$ cat src/rtl/jts16_snd_cmdfifo.sv
// jts16_snd_cmdfifo
//   Main-CPU -> sound-CPU command FIFO (first-word-fall-through) with an
//   optional one-byte reply latch going back to the main CPU.
// Ports:
//   clk, rst_n          clock, asynchronous active-low reset
//   flush               synchronous clear of FIFO pointers/level, ovf and IRQ pulse
//   main_wr/main_din    command push strobe (edge-acting) and data
//   main_rd             reply read strobe (edge-acting), clears main_rdy
//   main_dout/main_rdy  reply byte and reply-pending flag
//   main_full           FIFO full
//   snd_rd              pop strobe (edge-acting); snd_dout shows the head entry
//   snd_wr/snd_din      reply write strobe (edge-acting) and data
//   snd_empty, pbf      FIFO empty / not empty
//   int_n               active-low interrupt to the sound CPU (IRQ_MODE selects style)
//   level               number of entries held, 0..DEPTH
//   ovf                 sticky: a push was dropped because the FIFO was full
module jts16_snd_cmdfifo #(
    parameter int unsigned DW       = 8,
    parameter int unsigned AW       = 2,
    parameter int unsigned IRQ_MODE = 0,
    parameter int unsigned IRQW     = 64,
    parameter int unsigned REPLY    = 1
) (
    input  logic          clk,
    input  logic          rst_n,
    input  logic          flush,
    input  logic          main_wr,
    input  logic [DW-1:0] main_din,
    input  logic          main_rd,
    output logic [DW-1:0] main_dout,
    output logic          main_rdy,
    output logic          main_full,
    input  logic          snd_rd,
    output logic [DW-1:0] snd_dout,
    input  logic          snd_wr,
    input  logic [DW-1:0] snd_din,
    output logic          snd_empty,
    output logic          pbf,
    output logic          int_n,
    output logic [AW:0]   level,
    output logic          ovf
);

    localparam int unsigned DEPTH = 2**AW;
    localparam int unsigned LW    = AW + 1;
    localparam int unsigned CW    = $clog2(IRQW + 1);

    typedef enum logic {IRQ_IDLE, IRQ_PULSE} irq_state_t;

    // Strobe history for edge detection
    logic          main_wr_q, main_rd_q, snd_rd_q, snd_wr_q;

    logic [DW-1:0] mem_q [DEPTH];
    logic [DW-1:0] mem_d [DEPTH];
    logic [AW-1:0] wr_ptr_q, wr_ptr_d;
    logic [AW-1:0] rd_ptr_q, rd_ptr_d;
    logic [LW-1:0] level_q, level_d;
    logic [DW-1:0] snd_dout_q, snd_dout_d;
    logic          full_q, full_d;
    logic          empty_q, empty_d;
    logic          pbf_q, pbf_d;
    logic          int_n_q, int_n_d;
    logic          ovf_q, ovf_d;
    logic [DW-1:0] main_dout_q, main_dout_d;
    logic          main_rdy_q, main_rdy_d;
    logic [CW-1:0] cnt_q, cnt_d;
    irq_state_t    state_q, state_d;

    logic          wr_edge_c, rd_edge_c, pop_edge_c, rep_edge_c;
    logic          do_push_c, do_pop_c;

    // State registers
    always_ff @(posedge clk or negedge rst_n) begin
        if (!rst_n) begin
            main_wr_q   <= 1'b0;
            main_rd_q   <= 1'b0;
            snd_rd_q    <= 1'b0;
            snd_wr_q    <= 1'b0;
            for (int i = 0; i < int'(DEPTH); i++) mem_q[i] <= '0;
            wr_ptr_q    <= '0;
            rd_ptr_q    <= '0;
            level_q     <= '0;
            snd_dout_q  <= '0;
            full_q      <= 1'b0;
            empty_q     <= 1'b1;
            pbf_q       <= 1'b0;
            int_n_q     <= 1'b1;
            ovf_q       <= 1'b0;
            main_dout_q <= '0;
            main_rdy_q  <= 1'b0;
            cnt_q       <= '0;
            state_q     <= IRQ_IDLE;
        end else begin
            main_wr_q   <= main_wr;
            main_rd_q   <= main_rd;
            snd_rd_q    <= snd_rd;
            snd_wr_q    <= snd_wr;
            mem_q       <= mem_d;
            wr_ptr_q    <= wr_ptr_d;
            rd_ptr_q    <= rd_ptr_d;
            level_q     <= level_d;
            snd_dout_q  <= snd_dout_d;
            full_q      <= full_d;
            empty_q     <= empty_d;
            pbf_q       <= pbf_d;
            int_n_q     <= int_n_d;
            ovf_q       <= ovf_d;
            main_dout_q <= main_dout_d;
            main_rdy_q  <= main_rdy_d;
            cnt_q       <= cnt_d;
            state_q     <= state_d;
        end
    end

    // Next-state: FIFO, flags, IRQ FSM and reply latch
    always_comb begin
        mem_d       = mem_q;
        wr_ptr_d    = wr_ptr_q;
        rd_ptr_d    = rd_ptr_q;
        level_d     = level_q;
        ovf_d       = ovf_q;
        int_n_d     = int_n_q;
        cnt_d       = cnt_q;
        state_d     = state_q;
        main_dout_d = main_dout_q;
        main_rdy_d  = main_rdy_q;

        wr_edge_c   = main_wr & ~main_wr_q;
        rd_edge_c   = main_rd & ~main_rd_q;
        pop_edge_c  = snd_rd  & ~snd_rd_q;
        rep_edge_c  = snd_wr  & ~snd_wr_q;

        // A pop in the same cycle frees the slot a push into a full FIFO needs
        do_pop_c    = pop_edge_c & (level_q != '0) & ~flush;
        do_push_c   = wr_edge_c & ((level_q != LW'(DEPTH)) | do_pop_c) & ~flush;

        if (flush) begin
            wr_ptr_d = '0;
            rd_ptr_d = '0;
            level_d  = '0;
            ovf_d    = 1'b0;
        end else begin
            if (do_push_c) begin
                mem_d[wr_ptr_q] = main_din;
                wr_ptr_d        = wr_ptr_q + AW'(1);
            end
            if (do_pop_c) begin
                rd_ptr_d = rd_ptr_q + AW'(1);
            end
            if (do_push_c && !do_pop_c) begin
                level_d = level_q + LW'(1);
            end else if (!do_push_c && do_pop_c) begin
                level_d = level_q - LW'(1);
            end
            if (wr_edge_c && !do_push_c) begin
                ovf_d = 1'b1;
            end
        end

        // Empty FIFO keeps showing the last head rather than stale storage
        snd_dout_d = (level_d != '0) ? mem_d[rd_ptr_d] : snd_dout_q;
        full_d     = (level_d == LW'(DEPTH));
        empty_d    = (level_d == '0);
        pbf_d      = (level_d != '0);

        if (IRQ_MODE == 0) begin
            int_n_d = (level_d == '0);
        end else begin
            case (state_q)
                IRQ_IDLE: begin
                    if (do_push_c) begin
                        state_d = IRQ_PULSE;
                        cnt_d   = CW'(IRQW);
                        int_n_d = 1'b0;
                    end
                end
                IRQ_PULSE: begin
                    if (do_push_c) begin
                        cnt_d   = CW'(IRQW);
                        int_n_d = 1'b0;
                    end else begin
                        cnt_d = cnt_q - CW'(1);
                        if (cnt_d == '0) begin
                            state_d = IRQ_IDLE;
                            int_n_d = 1'b1;
                        end
                    end
                end
                default: begin
                    state_d = IRQ_IDLE;
                    int_n_d = 1'b1;
                end
            endcase
            if (flush) begin
                state_d = IRQ_IDLE;
                cnt_d   = '0;
                int_n_d = 1'b1;
            end
        end

        // Reply load wins over a simultaneous main-side read
        if (REPLY != 0) begin
            if (rep_edge_c) begin
                main_dout_d = snd_din;
                main_rdy_d  = 1'b1;
            end else if (rd_edge_c) begin
                main_rdy_d  = 1'b0;
            end
        end else begin
            main_dout_d = '0;
            main_rdy_d  = 1'b0;
        end
    end

    assign main_dout = main_dout_q;
    assign main_rdy  = main_rdy_q;
    assign main_full = full_q;
    assign snd_dout  = snd_dout_q;
    assign snd_empty = empty_q;
    assign pbf       = pbf_q;
    assign int_n     = int_n_q;
    assign level     = level_q;
    assign ovf       = ovf_q;

endmodule

$ cat config.mk
export PLATFORM = sky130hd
export DESIGN_NAME = jts16_snd_cmdfifo
export DESIGN_NICKNAME = d
export VERILOG_FILES = /design/src/rtl/jts16_snd_cmdfifo.sv
export SDC_FILE = /design/constraint.sdc
export NUM_CORES = 1
export LEC_CHECK = 0
export BUFFER_PORTS_ARGS = -buffer_cell sky130_fd_sc_hd__buf_2
export CAP_MARGIN = 20
export CELL_PAD_IN_SITES_DETAIL_PLACEMENT = 1
export CELL_PAD_IN_SITES_GLOBAL_PLACEMENT = 1
export CORE_ASPECT_RATIO = 1.4
export CORE_MARGIN = 4
export CORE_UTILIZATION = 46
export DETAILED_ROUTE_END_ITERATION = 8
export GPL_ROUTABILITY_DRIVEN = 0
export HOLD_SLACK_MARGIN = 0.1
export PLACE_DENSITY_LB_ADDON = 0.05
export REMOVE_ABC_BUFFERS = 1
export SLEW_MARGIN = 20
export SYNTH_ARGS = -nofsm -noshare
export SYNTH_HDL_FRONTEND = slang
export SYNTH_SLANG_ARGS = --single-unit
$ cat constraint.sdc
create_clock -name clk -period 3.1 [get_ports clk]
set_clock_uncertainty 0.1 [all_clocks]
set_input_delay 0.31 -clock clk [delete_from_list [all_inputs] [get_ports clk]]
set_output_delay 0.31 -clock clk [all_outputs]
set_load 0.005 [all_outputs]
==> flow_summary.ini <==
[status]
status = complete, no violations

[job]
maxCapViolCount = 0

[timing]
period_share_pct = 89.84
fin_ws_ns = 0.3149
fin_crit_ns = 2.785
max_freq_ghz = 0.3591
slew_violations = 0
worst_pin_slew_ns = 0.8156
rsz0062_at_grt = no
setup_viol = 0
slew_headroom_pct = 45.51
hold_viol = 0
setup-tns-final_ns = 0

[critical_path]
crit_required_ns = 3.27
worstSetupStartpointType = primary input
cp-end-kind = flip-flop
slowest_delay_ns = 0.52
worstSetupPathType = primary input to flip-flop
critPathMaxFanout = 8
cp.buffers_inverters = 2
slowest_stage = dlygate4sd3_1
cp_data_arrival_time_ns = 2.96
cp_cell_sequence = dlygate4sd3_1 > buf_2 > nor2b_1 > a21boi_0 > o21ai_2 > o22ai_1 > o32ai_1 > mux2_2
cp_top_family = compound AO/OA/AOI/OAI gates

[die]
initial_core_util_pct = 47.52
die_h_microns = 106.1
fp.dieArea_sq_mm = 0.008285
die_x_microns = 78.08
num_rows = 35
io_pins = 48
core_sq_mm = 0.006656

[logic_synthesis]
synthTopCellsByArea = dfrtp_1, mux2_2, a21oi_1
postSynth.asyncResetShare_pct = 100.0
netlist.area_leader.share_pct = 49.84
synth_cell_types = 49
synth_area_sq_mm = 0.003163
synth_edf_count = 0
synth_ff_type = dfrtp_1
synth_largest_area_cell = dfrtp_1
avgSynthCellArea_sq_um = 12.65
ys_warn_count = 0
ys_seq_area_share_pct = 50.67
synth-seq-cells = 64
syn_inst = 250

[worst_hold_path]
hp-class = primary input to flip-flop

[routing]
drc = 0
drtIter0Drc = 82
vias_per_cell = 5.572
wl_per_cell_microns = 19.67
vias = 2329
finalWirelength_mm = 8.220
ant_nets = 0
first_pass_iters = 4

[place]
pre_cts_ws_ns = 0.1606
portBuffers = 47
dp_hpwl_mm = 5.664

[global_routing]
grt_max_degree = 32
grt_overflow = 0
grt_pass1_wl_mm = 13.54
grt_pass1_vias = 2573
track_usage_pct = 21.48
antenna_found_initial = 0

[power]
power.internal_w = 0.001686
p_clk_share_pct = 31.2
p_leak_nw = 1.759
power_frac_seq_pct = 47.0
swShare_pct = 27.64
combPwrFrac_pct = 21.8
powerDensity_mw_per_mm2 = 605.8
vdd_drop_max_mv = 0.4619
p_switching_w = 0.0006439

[cts]
cts_buffer_depth = 2
cts_made_buffers = 9
cts-htree-levels = 3
clock_latency_ns = 0.34
clkTransAtPathRegs_ns = 0.07
cts_root_buffer = clkbuf_8
cts_sinks = 64
cts_tree = built

[final_layout]
num_antenna_cells = 0
drive_gt1_share_pct = 41.10
fin_nets = 351
syn_to_final_growth_pct = 21.56
per-layer routing:
| layer | vias up | part of all wire, % | global-route usage, % |
|---|---|---|---|
| met1 | 1200 | 39 | 24.44 |
| met4 | 0 | 1.7 | 7.875 |
| met5 | - | 0 | 0 |
| li1 | 1080 | - | - |
| met3 | 12 | 3.1 | 4.068 |
| met2 | 37 | 56 | 39.40 |
state kept, by name, summed over array words and instances, names as in the netlist:
register and flops:
pbf 1, level 3, snd_rd_q 1, rd_ptr_q 2, main_dout 8, main_rdy 1, mem_q 32, ovf 1
main_rd_q 1, snd_dout 8, int_n 1, snd_wr_q 1, main_wr_q 1, main_full 1, wr_ptr_q 2
per-stage QoR:
step | utilization, % | cells | total power, W | instance area [sq um] | hold slack, ns
finish | 57.76 | 418 | 0.002329 | 3845 | 0.1184
global route | 57.76 | 418 | 0.002467 | 3845 | 0.1017
CTS | 57.59 | 417 | 0.002359 | 3834 | 0.1036
detailed placement | 52.95 | 390 | 0.001609 | 3525 | 0.1152
global placement | 52.95 | 390 | 0.001588 | 3525 | 0.1128
floorplan | - | 243 | 0.001384 | 3114 | -0.08559
area by class of cell:
cell class	instances	area, sq um
clock buffers	13	158.9
clock inverters	3	40.04
fillers	738	2811
inverters	6	22.52
multi-input cells	173	1493
flip-flops and latches	64	1603
well taps	92	115.1
repair buffers	67	412.9
worst reg2reg max path: cells and delay by family (launching register included):
| family | cells | cell delay, ns |
|---|---|---|
| simple gates | 2 | 0.62 |
| flops | 1 | 0.41 |
| mux | 1 | 0.29 |
| fa+ha+maj | 1 | 0.29 |
| buf+inv | 1 | 0.12 |
| compound gates | 3 | 0.72 |
power by group through the flow:
stage | sequential [W] | combinational, W | clock (W)
CTS | 0.00109 | 0.000514 | 0.000750
global placement | 0.00110 | 0.000484 | 0
finish | 0.00110 | 0.000507 | 0.000727
floorplan | 0.00109 | 0.000291 | 0
global route | 0.00111 | 0.000563 | 0.000789
detailed placement | 0.00111 | 0.000500 | 0
repair_timing:
item | in CTS | in global routing
endpoints found under the setup margin | 0 | 8
gates resized for setup | 0 | 1
buffers inserted | 0 | 1
endpoints found under the hold margin | 21 | 0
hold buffers | 11 | 0
layout by cell type (no fill, tap or decap), types with 3 or more instances in the layout:
cell           instances
a21oi_1               18
ha_1                   7
xnor2_1                3
or2b_1                 8
inv_1                  6
o22ai_1                9
mux2_2                47
clkbuf_8              11
o221ai_1               7
dfrtp_1               63
dlygate4sd3_1         11
nand3_2                3
nor2_1                 9
nand2_1                3
nand2b_1               4
o211ai_2               4
nor2b_1                5
o32ai_1                8
buf_4                  9
buf_2                 47
path summary, 6_finish.rpt:
| path | slack, ns | cells after the start | to | start |
|---|---|---|---|---|
| setup / recovery | 0.31 | 8 | snd_dout[4] | snd_rd |
| hold / removal | 0.12 | 2 | main_dout[3] | snd_din[3] |
| setup reg to reg | 0.44 | 8 | snd_dout[2] | level[0] |
| hold reg to reg | 0.38 | 1 | main_rdy | main_rdy |
| max in group asynchronous | 1.86 | 3 | int_n | rst_n |
| min in group asynchronous | 0.29 | 2 | rd_ptr_q[1] | rst_n |
synthesized netlist by cell type (2+ instances only):
library cell	count
o21ai_1	2
o21ai_0	2
nor3_1	2
or2b_1	8
nand2_1	3
ha_1	7
inv_1	6
o32ai_1	8
o221ai_1	7
buf_2	2
o21ai_2	2
nand2b_1	4
and2b_1	2
nand3_2	3
nand3_1	2
nor2b_1	5
nor3b_4	2
a211oi_1	2
mux2i_1	2
dfrtp_1	63
xnor2_1	3
o22ai_1	9
buf_6	2
o21bai_1	2
a21o_1	2
nor2_1	9
mux2_2	47
o211ai_2	4
a21oi_1	18
logic make-up after synthesis:
logic type / count (synthesis) / share of synthesized area (%)
compound gates: 66 / 15.23
xor+xnor: 3 / 0.8308
fa+ha+maj: 7 / 2.769
buf+inv: 13 / 2.254
flops: 64 / 50.67
mux: 51 / 18.43
simple gates: 46 / 9.811
No activity file was read; power rests on OpenSTA's default activity.
